===== src/rtl/coder_pkg.sv =====
// Shared constants, FSM state type and Hamming(7,4) syndrome helper used by the
// spread-spectrum coder and the hamming_decoder receive path.
package coder_pkg;

    localparam logic [1:0] SYM_ONE  = 2'b01;
    localparam logic [1:0] SYM_ZERO = 2'b11;
    localparam logic [1:0] SYM_IDLE = 2'b10;

    // x^5 + x^2 + 1: the new MSB is lfsr[0] ^ lfsr[2]
    localparam logic [4:0] LFSR_SEED = 5'b00001;
    localparam logic [4:0] LFSR_TAPS = 5'b00101;

    localparam int CHIPS_PER_BIT = 31;
    localparam int BIT_THRESH    = (CHIPS_PER_BIT + 1) / 2;
    localparam int HEAD_ONES_MIN = 10;
    localparam int FSYNC_LEN     = 7;
    localparam int CW_LEN        = 7;
    localparam int CW_PER_FRAME  = 32;

    typedef enum logic [1:0] {
        ST_HUNT  = 2'd0,
        ST_FSYNC = 2'd1,
        ST_DATA  = 2'd2
    } sync_state_e;

    localparam logic [2:0] SYN_NONE = 3'b000;
    localparam logic [2:0] SYN_D3   = 3'b101;
    localparam logic [2:0] SYN_D2   = 3'b111;
    localparam logic [2:0] SYN_D1   = 3'b110;
    localparam logic [2:0] SYN_D0   = 3'b011;

    // cw = {d3, d2, d1, d0, p1, p2, p3}
    function automatic logic [2:0] hamming_syndrome(input logic [6:0] cw);
        return {cw[2] ^ cw[6] ^ cw[5] ^ cw[4],
                cw[1] ^ cw[5] ^ cw[4] ^ cw[3],
                cw[0] ^ cw[6] ^ cw[5] ^ cw[3]};
    endfunction

endpackage


===== src/rtl/despread_corr.sv =====
// Chip-rate despreader: correlates 31 chips against the m-sequence and emits a
// majority-vote bit decision with a one-cycle valid strobe.
module despread_corr
    import coder_pkg::*;
(
    input  logic clk,
    input  logic rst,
    input  logic chip_i,
    input  logic abort_i,
    output logic bit_o,
    output logic bit_valid_o
);

    logic [4:0] lfsr_q, lfsr_d;
    logic [4:0] chip_cnt_q, chip_cnt_d;
    logic [4:0] ones_q, ones_d;
    logic       bit_q, bit_d;
    logic       bit_valid_q, bit_valid_d;
    logic       dchip;
    logic [5:0] ones_sum;

    always_comb begin
        // NOTE: every variable gets a default first so no path leaves it unassigned (no latches).
        lfsr_d      = lfsr_q;
        chip_cnt_d  = chip_cnt_q;
        ones_d      = ones_q;
        bit_d       = bit_q;
        bit_valid_d = 1'b0;
        dchip       = chip_i ^ lfsr_q[0];
        ones_sum    = {1'b0, ones_q} + {5'b0, dchip};

        if (abort_i) begin
            lfsr_d     = LFSR_SEED;
            chip_cnt_d = '0;
            ones_d     = '0;
        end else if (chip_cnt_q == 5'(CHIPS_PER_BIT - 1)) begin
            bit_valid_d = 1'b1;
            bit_d       = (ones_sum >= 6'(BIT_THRESH));
            lfsr_d      = LFSR_SEED;
            chip_cnt_d  = '0;
            ones_d      = '0;
        end else begin
            lfsr_d     = {^(lfsr_q & LFSR_TAPS), lfsr_q[4:1]};
            chip_cnt_d = chip_cnt_q + 5'd1;
            ones_d     = ones_sum[4:0];
        end
    end

    // NOTE: state registers use non-blocking assignments so all flops update together at the edge.
    always_ff @(posedge clk or posedge rst) begin
        if (rst) begin
            lfsr_q      <= LFSR_SEED;
            chip_cnt_q  <= '0;
            ones_q      <= '0;
            bit_q       <= 1'b0;
            bit_valid_q <= 1'b0;
        end else begin
            lfsr_q      <= lfsr_d;
            chip_cnt_q  <= chip_cnt_d;
            ones_q      <= ones_d;
            bit_q       <= bit_d;
            bit_valid_q <= bit_valid_d;
        end
    end

    assign bit_o       = bit_q;
    assign bit_valid_o = bit_valid_q;

endmodule


===== src/rtl/hamming_decoder.sv =====
// Receive path: despread, head/frame sync acquisition and Hamming(7,4) decode.
// Define HAMMING_CORRECT_EN for single-error correction; otherwise detect-only.
module hamming_decoder
    import coder_pkg::*;
(
    input  logic       clk1,
    input  logic       rst,
    input  logic [1:0] in_sym,
    output logic [3:0] out_nibble,
    output logic       out_valid,
    output logic       corr_err,
    output logic       frame_lock,
    output logic       sync_err
);

    logic [1:0]  sym_q;
    logic        chip, sym_idle_q, idle_now;
    logic        rx_bit, rx_bit_valid;

    sync_state_e state_q, state_d;
    logic [3:0]  head_cnt_q, head_cnt_d;
    logic [2:0]  fs_cnt_q, fs_cnt_d;
    logic [2:0]  bit_cnt_q, bit_cnt_d;
    logic [4:0]  cw_cnt_q, cw_cnt_d;
    logic [5:0]  cw_q, cw_d;
    logic [3:0]  nibble_q, nibble_d;
    logic        valid_q, valid_d;
    logic        corr_q, corr_d;
    logic        sync_err_q, sync_err_d;
    logic        lock_q, lock_d;

    logic [6:0]  word;
    logic [2:0]  syn;
    logic [3:0]  data_fix;

    always_ff @(posedge clk1 or posedge rst) begin
        if (rst) sym_q <= SYM_IDLE;
        else     sym_q <= in_sym;
    end

    // Illegal 2'b00 falls through to chip 0.
    assign chip       = (sym_q == SYM_ONE);
    assign sym_idle_q = (sym_q == SYM_IDLE);
    assign idle_now   = (in_sym == SYM_IDLE);

    despread_corr u_despread (
        .clk         (clk1),
        .rst         (rst),
        .chip_i      (chip),
        .abort_i     (sym_idle_q),
        .bit_o       (rx_bit),
        .bit_valid_o (rx_bit_valid)
    );

    assign word = {cw_q, rx_bit};
    assign syn  = hamming_syndrome(word);

    always_comb begin
        data_fix = word[6:3];
`ifdef HAMMING_CORRECT_EN
        case (syn)
            SYN_D3:  data_fix[3] = ~word[6];
            SYN_D2:  data_fix[2] = ~word[5];
            SYN_D1:  data_fix[1] = ~word[4];
            SYN_D0:  data_fix[0] = ~word[3];
            default: data_fix = word[6:3];
        endcase
`endif
    end

    always_comb begin
        state_d    = state_q;
        head_cnt_d = head_cnt_q;
        fs_cnt_d   = fs_cnt_q;
        bit_cnt_d  = bit_cnt_q;
        cw_cnt_d   = cw_cnt_q;
        cw_d       = cw_q;
        nibble_d   = nibble_q;
        valid_d    = 1'b0;
        corr_d     = 1'b0;
        sync_err_d = 1'b0;

        if (idle_now) begin
            state_d    = ST_HUNT;
            head_cnt_d = '0;
            fs_cnt_d   = '0;
            bit_cnt_d  = '0;
            cw_cnt_d   = '0;
            cw_d       = '0;
        end else if (rx_bit_valid) begin
            case (state_q)
                ST_HUNT: begin
                    if (rx_bit) begin
                        if (head_cnt_q != 4'hF) head_cnt_d = head_cnt_q + 4'd1;
                    end else if (head_cnt_q >= 4'(HEAD_ONES_MIN)) begin
                        state_d    = ST_FSYNC;
                        head_cnt_d = '0;
                        fs_cnt_d   = '0;
                    end else begin
                        head_cnt_d = '0;
                    end
                end
                ST_FSYNC: begin
                    if (rx_bit) begin
                        state_d    = ST_HUNT;
                        sync_err_d = 1'b1;
                        head_cnt_d = '0;
                    end else if (fs_cnt_q == 3'(FSYNC_LEN - 1)) begin
                        state_d   = ST_DATA;
                        bit_cnt_d = '0;
                        cw_cnt_d  = '0;
                    end else begin
                        fs_cnt_d = fs_cnt_q + 3'd1;
                    end
                end
                ST_DATA: begin
                    if (bit_cnt_q == 3'(CW_LEN - 1)) begin
                        nibble_d  = data_fix;
                        valid_d   = 1'b1;
                        corr_d    = (syn != SYN_NONE);
                        bit_cnt_d = '0;
                        if (cw_cnt_q == 5'(CW_PER_FRAME - 1)) begin
                            state_d  = ST_FSYNC;
                            fs_cnt_d = '0;
                        end else begin
                            cw_cnt_d = cw_cnt_q + 5'd1;
                        end
                    end else begin
                        cw_d      = word[5:0];
                        bit_cnt_d = bit_cnt_q + 3'd1;
                    end
                end
                default: state_d = ST_HUNT;
            endcase
        end

        // Lock is gained on entering DATA and held through the per-frame resync.
        lock_d = lock_q;
        if (state_d == ST_HUNT)      lock_d = 1'b0;
        else if (state_d == ST_DATA) lock_d = 1'b1;
    end

    always_ff @(posedge clk1 or posedge rst) begin
        if (rst) begin
            state_q    <= ST_HUNT;
            head_cnt_q <= '0;
            fs_cnt_q   <= '0;
            bit_cnt_q  <= '0;
            cw_cnt_q   <= '0;
            cw_q       <= '0;
            nibble_q   <= '0;
            valid_q    <= 1'b0;
            corr_q     <= 1'b0;
            sync_err_q <= 1'b0;
            lock_q     <= 1'b0;
        end else begin
            state_q    <= state_d;
            head_cnt_q <= head_cnt_d;
            fs_cnt_q   <= fs_cnt_d;
            bit_cnt_q  <= bit_cnt_d;
            cw_cnt_q   <= cw_cnt_d;
            cw_q       <= cw_d;
            nibble_q   <= nibble_d;
            valid_q    <= valid_d;
            corr_q     <= corr_d;
            sync_err_q <= sync_err_d;
            lock_q     <= lock_d;
        end
    end

    assign out_nibble = nibble_q;
    assign out_valid  = valid_q;
    assign corr_err   = corr_q;
    assign sync_err   = sync_err_q;
    assign frame_lock = lock_q;

endmodule


===== config.mk =====
export PLATFORM = sky130hd
export DESIGN_NAME = hamming_decoder
export DESIGN_NICKNAME = d
export VERILOG_FILES = /design/src/rtl/coder_pkg.sv /design/src/rtl/despread_corr.sv /design/src/rtl/hamming_decoder.sv
export SDC_FILE = /design/constraint.sdc
export NUM_CORES = 1
export LEC_CHECK = 0
export BUFFER_PORTS_ARGS = -buffer_cell sky130_fd_sc_hd__buf_2
export CAP_MARGIN = 20
export CELL_PAD_IN_SITES_DETAIL_PLACEMENT = 0
export CELL_PAD_IN_SITES_GLOBAL_PLACEMENT = 1
export CORE_MARGIN = 4
export CORE_UTILIZATION = 25
export CTS_CLUSTER_SIZE = 25
export DETAILED_ROUTE_END_ITERATION = 7
export GPL_ROUTABILITY_DRIVEN = 0
export GPL_TIMING_DRIVEN = 1
export PLACE_DENSITY_LB_ADDON = 0.1
export SLEW_MARGIN = 20
export SYNTH_ARGS = -nofsm -noshare
export SYNTH_HDL_FRONTEND = slang
export SYNTH_SLANG_ARGS = --single-unit
export TNS_END_PERCENT = 5

===== constraint.sdc =====
create_clock -name clk1 -period 1.8 [get_ports clk1]
set_input_delay 0.36 -clock clk1 [delete_from_list [all_inputs] [get_ports clk1]]
set_output_delay 0.36 -clock clk1 [all_outputs]
set_load 0.03 [all_outputs]

Word-level counts from Yosys, hierarchy flattened
Index checks and enable logic that the tools add are counted.
{"block": "totals", "out_inout_bits": 8, "register_bits": 50, "elab_cells": 139, "in_bits": 4}
{"block": "op_classes", "n_bitwise": 12, "n_lt_le_gt_ge": 2, "reduce_logical": 17, "addsub": 6, "eq_ne": 22, "n_mux": 63}
{"op": "$mux 5", "n": 12}
{"op": "$mux 3", "n": 13}
{"op": "$mux 6", "n": 4}
{"op": "$ne 3x3->1 const B", "n": 8}
{"op": "$mux 4", "n": 5}
{"op": "$mux 1", "n": 16}
{"op": "$mux 2", "n": 8}
{"op": "$reduce_and 4->1", "n": 3}
{"op": "$add 5x1->5 const B", "n": 2}
{"op": "$eq 5x5->1 const B", "n": 2}
{"op": "$pmux 5 s2", "n": 1}
{"op": "$xor 1x1->1", "n": 10}
{"op": "$pmux 3 s3", "n": 1}
{"op": "$reduce_bool 3->1", "n": 3}
{"op": "$eq 2x2->1 const B", "n": 4}
{"op": "$ne 4x4->1 const B", "n": 2}
{"op": "$pmux 4 s2", "n": 1}
{"op": "$reduce_and 8->1", "n": 1}
{"op": "$add 3x1->3 const B", "n": 2}
{"op": "$add 5x1->6", "n": 1}
{"op": "$eq 3x3->1 const B", "n": 2}
{"op": "$ge 6x5->1 const B", "n": 1}
{"op": "$pmux 2 s3", "n": 1}
{"op": "$pmux 3 s2", "n": 1}
{"op": "13 further kinds", "n": 18}

Longest topological paths before layout
Gate-level depths: netlist of the first run.
{"block": "depth", "word_depth": 9, "mapped_depth": 9, "ltp_nobuf": 9}

Hierarchy
Synthesis of the first run repeated with hierarchy kept, for this count alone.
{"block": "unflattened", "cells_unflattened": 236, "area_unflattened_um2": 2618.8}
{"module": "hamming_decoder", "area_per_inst_um2": 1881.8, "cells_each": 176, "instances": 1, "seq_area_each_um2": 827.0}
{"module": "despread_corr", "area_per_inst_um2": 737.0, "cells_each": 60, "instances": 1, "seq_area_each_um2": 426.7}

Worst setup path before layout of the first run
Ideal clock, no wire load.
{"block": "synth_path", "path_kind": "reg2reg", "from": "reg cw_cnt_q[0]", "to": "reg fs_cnt_q[1]", "required_ns": 1.675, "n_path_buf": 0, "synth_period_minus_slack_ns": 1.857, "stages_incl_launch_ff": 8, "setup_time_ns": 0.125, "setup_slack_ns": -0.057, "arrival_ns": 1.732, "cell_sequence": "dfrtp_1 -> ha_1 -> and3_1 -> ha_1 -> and3b_1 -> o211ai_2 -> o21ai_2 -> mux2_4"}
{"block": "synth_between", "elab_chain_len": 3}
{"item": "start: declaration", "line_no": "hamming_decoder.sv:24", "source": "logic [4:0] cw_cnt_q, cw_cnt_d;"}
{"item": "start signal: assignment", "line_no": "hamming_decoder.sv:161", "source": "cw_cnt_q <= cw_cnt_d;"}
{"item": "$eq 5x5->1", "line_no": "hamming_decoder.sv:122", "source": "if (cw_cnt_q == 5'(CW_PER_FRAME - 1)) begin"}
{"item": "$ne 3x3->1 (no source line)"}
{"item": "$reduce_and 8->1 (no source line)"}
{"item": "end signal: assignment", "line_no": "hamming_decoder.sv:159", "source": "fs_cnt_q <= fs_cnt_d;"}
{"item": "end: declaration", "line_no": "hamming_decoder.sv:22", "source": "logic [2:0] fs_cnt_q, fs_cnt_d;"}
Every way passes these cells.
A chain may end at the register's enable or synchronous reset.

Final worst setup path of the first run
{"block": "layout_path", "from": "reg cw_cnt_q[1]", "to": "reg fs_cnt_q[1]"}
The elaborated chain is that of the path after synthesis.

==> results.json, run 1 <==
{
  "synth_nets": 255,
  "synth_edf_count": 0,
  "setup.worst_path.start_class": "flip-flop",
  "avgRoutedWirePerCell_um": 13.7,
  "synth_xor_area_frac": 0.0506,
  "antenna_found_initial": 0,
  "ys_ff_latch": 50,
  "start_util": 0.261,
  "p_leak_nw": 1.44,
  "synth_seq_area_share": 0.482,
  "grt_use_total": 0.103,
  "fin_crit_ps": 1790,
  "cts-root-buf": "clkbuf_8",
  "crit_type": "reg -> reg",
  "pwr_density_cell_nw_per_um2": 751,
  "wl_met2_mm": 2.78,
  "setup_viol": 0,
  "switching_share": 0.275,
  "yosysTopAreaCellShare": 0.462,
  "die-area_sq_um": 12100,
  "synth-adder-area-share": 0.0481,
  "synth_cells": 241,
  "core_sq_um": 9950,
  "via_per_inst": 4.52,
  "wl_met3_um": 160,
  "reg2reg_to": "fs_cnt_q[1]$_DFFE_PP0P_",
  "grt_pass1_wl_mm": 9.70,
  "maxCapViolations": 0,
  "timing.fmax_mhz": 558,
  "clkTransAtPathRegs_ps": 100,
  "num_rows": 36,
  "worstPathRequired_ps": 1990,
  "ios": 12,
  "worst_slew_pin_slew_ps": 345,
  "rrSetupSlack_ps": 7,
  "num_vias": 1880,
  "dp_hpwl_mm": 3.99,
  "fin_util": 0.317,
  "netlist-cell-type-count": 55,
  "seq_power_share": 0.561,
  "num_antenna_cells": 0,
  "synth_top_family_by_area": "simple AND/OR/NAND/NOR gates",
  "setup_ws_ps": 7.19,
  "synthSimpleGateAreaFrac": 0.189,
  "p_comb_frac": 0.133,
  "yosys.area.top_type": "dfrtp_1",
  "layout_common_cells": "dfrtp_1 (46), buf_4 (31), nor2_1 (20)",
  "muxShareOfSynthArea": 0.0578,
  "clock_sinks": 50,
  "drt-pass1-iter-count": 4,
  "cp_max_fo": 2,
  "maxSlewViolCount": 0,
  "nNetsFinal": 296,
  "slew_headroom": 0.769,
  "synthArstFlopShare": 1.00,
  "routed.top_layer": "met4",
  "pwr-share-clk": 0.306,
  "status": "completed",
  "die_w_um": 110,
  "die_y_um": 110,
  "port_buffers": 11,
  "syn_area_sq_um": 2600,
  "drt-met1-wl_mm": 2.73,
  "mostFrequentLayoutCell": "dfrtp_1",
  "post-route-period-util": 0.996,
  "clockBufferDepth": 2,
  "hold_buffers": 0,
  "numCtsBuffers": 5,
  "area_delta_synth_final_pct": 21.5,
  "crit_arrival_ps": 1990,
  "drc": 0,
  "rsz0062_at_grt": "true",
  "hold_viol": 0,
  "grt_overflow": 0,
  "grt_max_degree": 51,
  "r2r-start": "cw_cnt_q[1]$_DFFE_PP0P_",
  "drive_gt1_frac": 0.286,
  "worst_clock_skew_ps": 10.4,
  "ant_nets": 0,
  "synth_area_leaders": "dfrtp_1 (46%), ha_1 (4.8%), xnor2_1 (3.0%)",
  "ff2ff_path_depth": 7,
  "p_switching_w": 0.000651,
  "synth_top_flop_cell": "dfrtp_1",
  "hp-class": "in -> async",
  "internal_power_w": 0.00172,
  "end_kind": "flip-flop",
  "cts_tree": "done",
  "postSynthAreaPerCell_sq_um": 10.8,
  "yosys_warnings": 0,
  "htreeDepth": 2,
  "first_iter_violations": 22,
  "grt_pass1_vias": 1924,
  "peakVddDrop_uv": 346,
  "post-place-ws_ps": -13.4,
  "synth-compound-area-share": 0.137,
  "worstSkewPairLatency_ps": 300,
  "wl_mm": 5.71
}
==> registers in the layout, summed over array words and instances, names as in the netlist <==
name,flops
corr_err,1
frame_lock,1
u_despread.chip_cnt_q,5
cw_cnt_q,5
out_valid,1
u_despread.bit_valid_o,1
sym_q,2
fs_cnt_q,3
u_despread.lfsr_q,5
u_despread.ones_q,5
sync_err,1
bit_cnt_q,3
u_despread.bit_o,1
state_q,2
out_nibble,4
cw_q,6
head_cnt_q,4
==> logic make-up after synthesis <==
group | Yosys count
simple gates | 88
mux | 13
buf+inv | 16
compound gates | 49
flops | 50
xor+xnor | 15
fa+ha+maj | 10
==> per-layer routing <==
layer,track usage,vias up
met2,0.171,15
met3,0.0206,2
met1,0.137,929
met4,0.0240,0
li1,-,934
met5,0,-
==> metrics by stage <==
step	instances	hold WS (ps)	TNS, ps	cell area [sq um]	power, W
after floorplan	241	364	-5.76	2600	0.00153
after global placement	405	413	-1.43	2990	0.00165
after detailed placement	405	421	-22.8	2990	0.00165
after CTS	414	94.9	0	3100	0.00240
after global routing	416	103	-187	3160	0.00254
final	416	83.4	0	3160	0.00237
==> worst max path at each step <==
stage,from,endpoint,slack [ps]
2_1_floorplan,cw_cnt_q[0]$_DFFE_PP0P_,fs_cnt_q[1]$_DFFE_PP0P_,-6
3_3_place_gp,cw_cnt_q[0]$_DFFE_PP0P_,fs_cnt_q[1]$_DFFE_PP0P_,-1
3_5_place_dp,cw_cnt_q[1]$_DFFE_PP0P_,fs_cnt_q[1]$_DFFE_PP0P_,-10
4_1_cts,cw_cnt_q[1]$_DFFE_PP0P_,fs_cnt_q[1]$_DFFE_PP0P_,10
5_1_grt,cw_cnt_q[1]$_DFFE_PP0P_,frame_lock$_DFFE_PP0P_,-70
6_report,cw_cnt_q[1]$_DFFE_PP0P_,fs_cnt_q[1]$_DFFE_PP0P_,7
==> Yosys cell counts (3+ instances only) <==
master,number
a211o_1,3
a21oi_1,10
and2_1,8
buf_6,3
dfrtp_1,48
ha_1,10
inv_1,7
mux2_2,6
mux2i_1,3
nand2_1,13
nand2b_1,8
nand3_1,9
nand3b_1,3
nand4_1,4
nor2_1,20
nor2b_1,3
nor3_1,4
o211ai_1,7
o21ai_0,8
o21ai_1,5
xnor2_1,9
xor2_1,6
==> worst max-delay path, cell delays in order, from the launching register on <==
cell and delay [ps]:
dfrtp_1 400, ha_2 190, and3_4 180, ha_4 150, and3b_1 160, o211ai_2 210, o21ai_2 90, mux2_4 300
==> power groups by stage <==
stage | Combinational (W) | Clock (W) | Sequential [W]
after floorplan | 0.000212 | 0 | 0.00132
after global placement | 0.000301 | 0 | 0.00135
after detailed placement | 0.000303 | 0 | 0.00134
after CTS | 0.000306 | 0.000776 | 0.00132
after global routing | 0.000372 | 0.000819 | 0.00135
final | 0.000314 | 0.000726 | 0.00133
==> timing repair <==
| action | in CTS | in global routing |
|---|---|---|
| endpoints found under the setup margin | 3 | 9 |
| buffers inserted | 1 | 2 |
| pin swaps | 5 | 4 |
| resized for setup | 1 | 10 |
| gates cloned | 0 | 0 |
==> layout make-up <==
cell class	count	area, sq um
Fill cell	1058	6800
Sequential cell	50	1260
Clock inverter	2	16.3
Clock buffer	6	82.6
Timing Repair Buffer	43	308
Tap cell	133	166
Inverter	7	26.3
Multi-Input combinational cell	175	1300
Note: power is estimated with default switching activity, not from simulation.
==> run 2: changes to the inputs <==
RECOVER_POWER = 100   (was default)
==> run 2 against run 1 <==
Combinational power fell by 3%. Via count fell by 0.27%. Critical path depth did not move. Sequential share of layout area rose by 0.51 points. Clock power barely moved. Die area did not move. Critical endpoint unchanged.
==> results.json, run 2 (synthesized netlist as in run 1, its figures left out) <==
{
  "status": "completed",
  "final_cell_area_sq_um": 3120,
  "num_antenna_cells": 0,
  "cp_slowest_cell": "dfrtp_1",
  "ant_nets": 0,
  "start_util": 0.261,
  "maxSlewViolCount": 0,
  "worst_slew_pin_slew_ps": 1300,
  "first_iter_violations": 19,
  "drive_gt1_frac": 0.240,
  "die_y_um": 110,
  "num_rows": 36,
  "p_leak_nw": 1.39,
  "clkTransAtPathRegs_ps": 100,
  "wl_mm": 5.74,
  "dp_cells": 405,
  "fin_crit_ps": 1790,
  "maxCapViolations": 0,
  "switching_share": 0.276,
  "pwr-share-clk": 0.308,
  "crit_arrival_ps": 1990,
  "worstSkewPairLatency_ps": 300,
  "core_sq_um": 9950,
  "rsz0062_at_grt": "true",
  "p_comb_frac": 0.129,
  "clock_sinks": 50,
  "layout_common_cells": "dfrtp_1 (46), buf_4 (30), nor2_1 (20)",
  "cp_max_fo": 2,
  "drc": 0,
  "cp_num_buf_inv": 0,
  "via_per_inst": 4.51,
  "mostFrequentLayoutCell": "dfrtp_1",
  "grt_pass1_wl_mm": 9.70,
  "port_buffers": 11,
  "crit_type": "reg -> reg",
  "die-area_sq_um": 12100,
  "timing.fmax_mhz": 558,
  "worst_clock_skew_ps": 9.47,
  "critical_path.cell_chain": "ha_2 -> and3_4 -> ha_4 -> and3b_1 -> o211ai_2 -> o21ai_2 -> mux2_4",
  "setup.worst_path.start_class": "flip-flop",
  "hp-class": "in -> reg",
  "crit_family": "flip-flops",
  "seq_power_share": 0.563,
  "ios": 12,
  "p_switching_w": 0.000653,
  "htreeDepth": 2,
  "grt_overflow": 0,
  "die_w_um": 110,
  "peakVddDrop_uv": 345,
  "setup_viol": 0,
  "slew_headroom": 0.131,
  "avgRoutedWirePerCell_um": 13.8,
  "nNetsFinal": 296,
  "worstPathRequired_ps": 1990,
  "num_vias": 1875,
  "drt-pass1-iter-count": 4,
  "final_cells": 416,
  "top_register": "cw_q",
  "slowest_delay_ps": 400,
  "cts-root-buf": "clkbuf_8",
  "clockBufferDepth": 2,
  "place_area_sq_um": 2990,
  "largest_register_ffs": 6,
  "cts_tree": "done",
  "pwr_density_cell_nw_per_um2": 758,
  "antenna_found_initial": 0,
  "post-route-period-util": 0.996,
  "grt_use_total": 0.103,
  "power_w": 0.00236,
  "hold_viol": 0,
  "numCtsBuffers": 5,
  "internal_power_w": 0.00171,
  "end_kind": "flip-flop",
  "area_delta_synth_final_pct": 20.0,
  "dp_hpwl_mm": 3.99,
  "grt_max_degree": 51,
  "grt_pass1_vias": 1924
}
-- run 2: repair_timing --
| action | CTS | global route |
|---|---|---|
| endpoints found under the setup margin | 3 | 9 |
| gates resized for setup | 1 | 10 |
| pin swaps | 5 | 4 |
| buffers inserted | 1 | 2 |
| endpoints found under the hold margin | 0 | 0 |
| hold buffers | 0 | 0 |
-- run 2: final timing paths --
path | from | endpoint | slack, ps | cells past startpoint
worst max-delay path | cw_cnt_q[1]$_DFFE_PP0P_ | fs_cnt_q[1]$_DFFE_PP0P_ | 6 | 7
worst min-delay path | in_sym[1] | sym_q[1]$_DFF_PP1_ | 160 | 1
worst max register to register | cw_cnt_q[1]$_DFFE_PP0P_ | fs_cnt_q[1]$_DFFE_PP0P_ | 6 | 7
worst min register to register | u_despread.lfsr_q[1]$_DFF_PP0_ | u_despread.lfsr_q[0]$_DFF_PP1_ | 440 | 1
max in group asynchronous | rst | state_q[0]$_DFF_PP0_ | 450 | 3
min in group asynchronous | rst | out_nibble[1]$_DFFE_PP0P_ | 470 | 3
-- run 2: area by class of cell --
cell class,instances,area [sq um]
clock buffer,6,82.6
fill,1069,6840
inverter,7,26.3
clock inverter,2,16.3
timing repair buffer,43,277
tap,133,166
sequential,50,1260
multi-input combinational,175,1290
-- run 2: through the flow --
step                      setup WS [ps]  TNS (ps)  utilization  hold WS (ps)
after detailed placement          -13.4     -22.8        0.300           421
after floorplan                   -5.76     -5.76            -           364
after global routing              -66.6      -215        0.313           138
final                              6.31         0        0.313           163
after CTS                          12.2         0        0.311          94.9
after global placement            -1.43     -1.43        0.300           413
-- run 2: power by group through the flow --
stage / logic, W / registers (W) / clock network [W]
after floorplan: 0.000212 / 0.00132 / 0
after global placement: 0.000301 / 0.00135 / 0
after detailed placement: 0.000303 / 0.00134 / 0
after CTS: 0.000306 / 0.00132 / 0.000776
after global routing: 0.000358 / 0.00135 / 0.000819
final: 0.000304 / 0.00133 / 0.000729
-- run 2: per-layer routing --
metal	vias up	routed length [um]	global-route usage
li1	930	-	-
met2	15	2750	0.171
met4	0	42	0.0240
met5	-	0	0
met3	2	168	0.0206
met1	928	2770	0.137
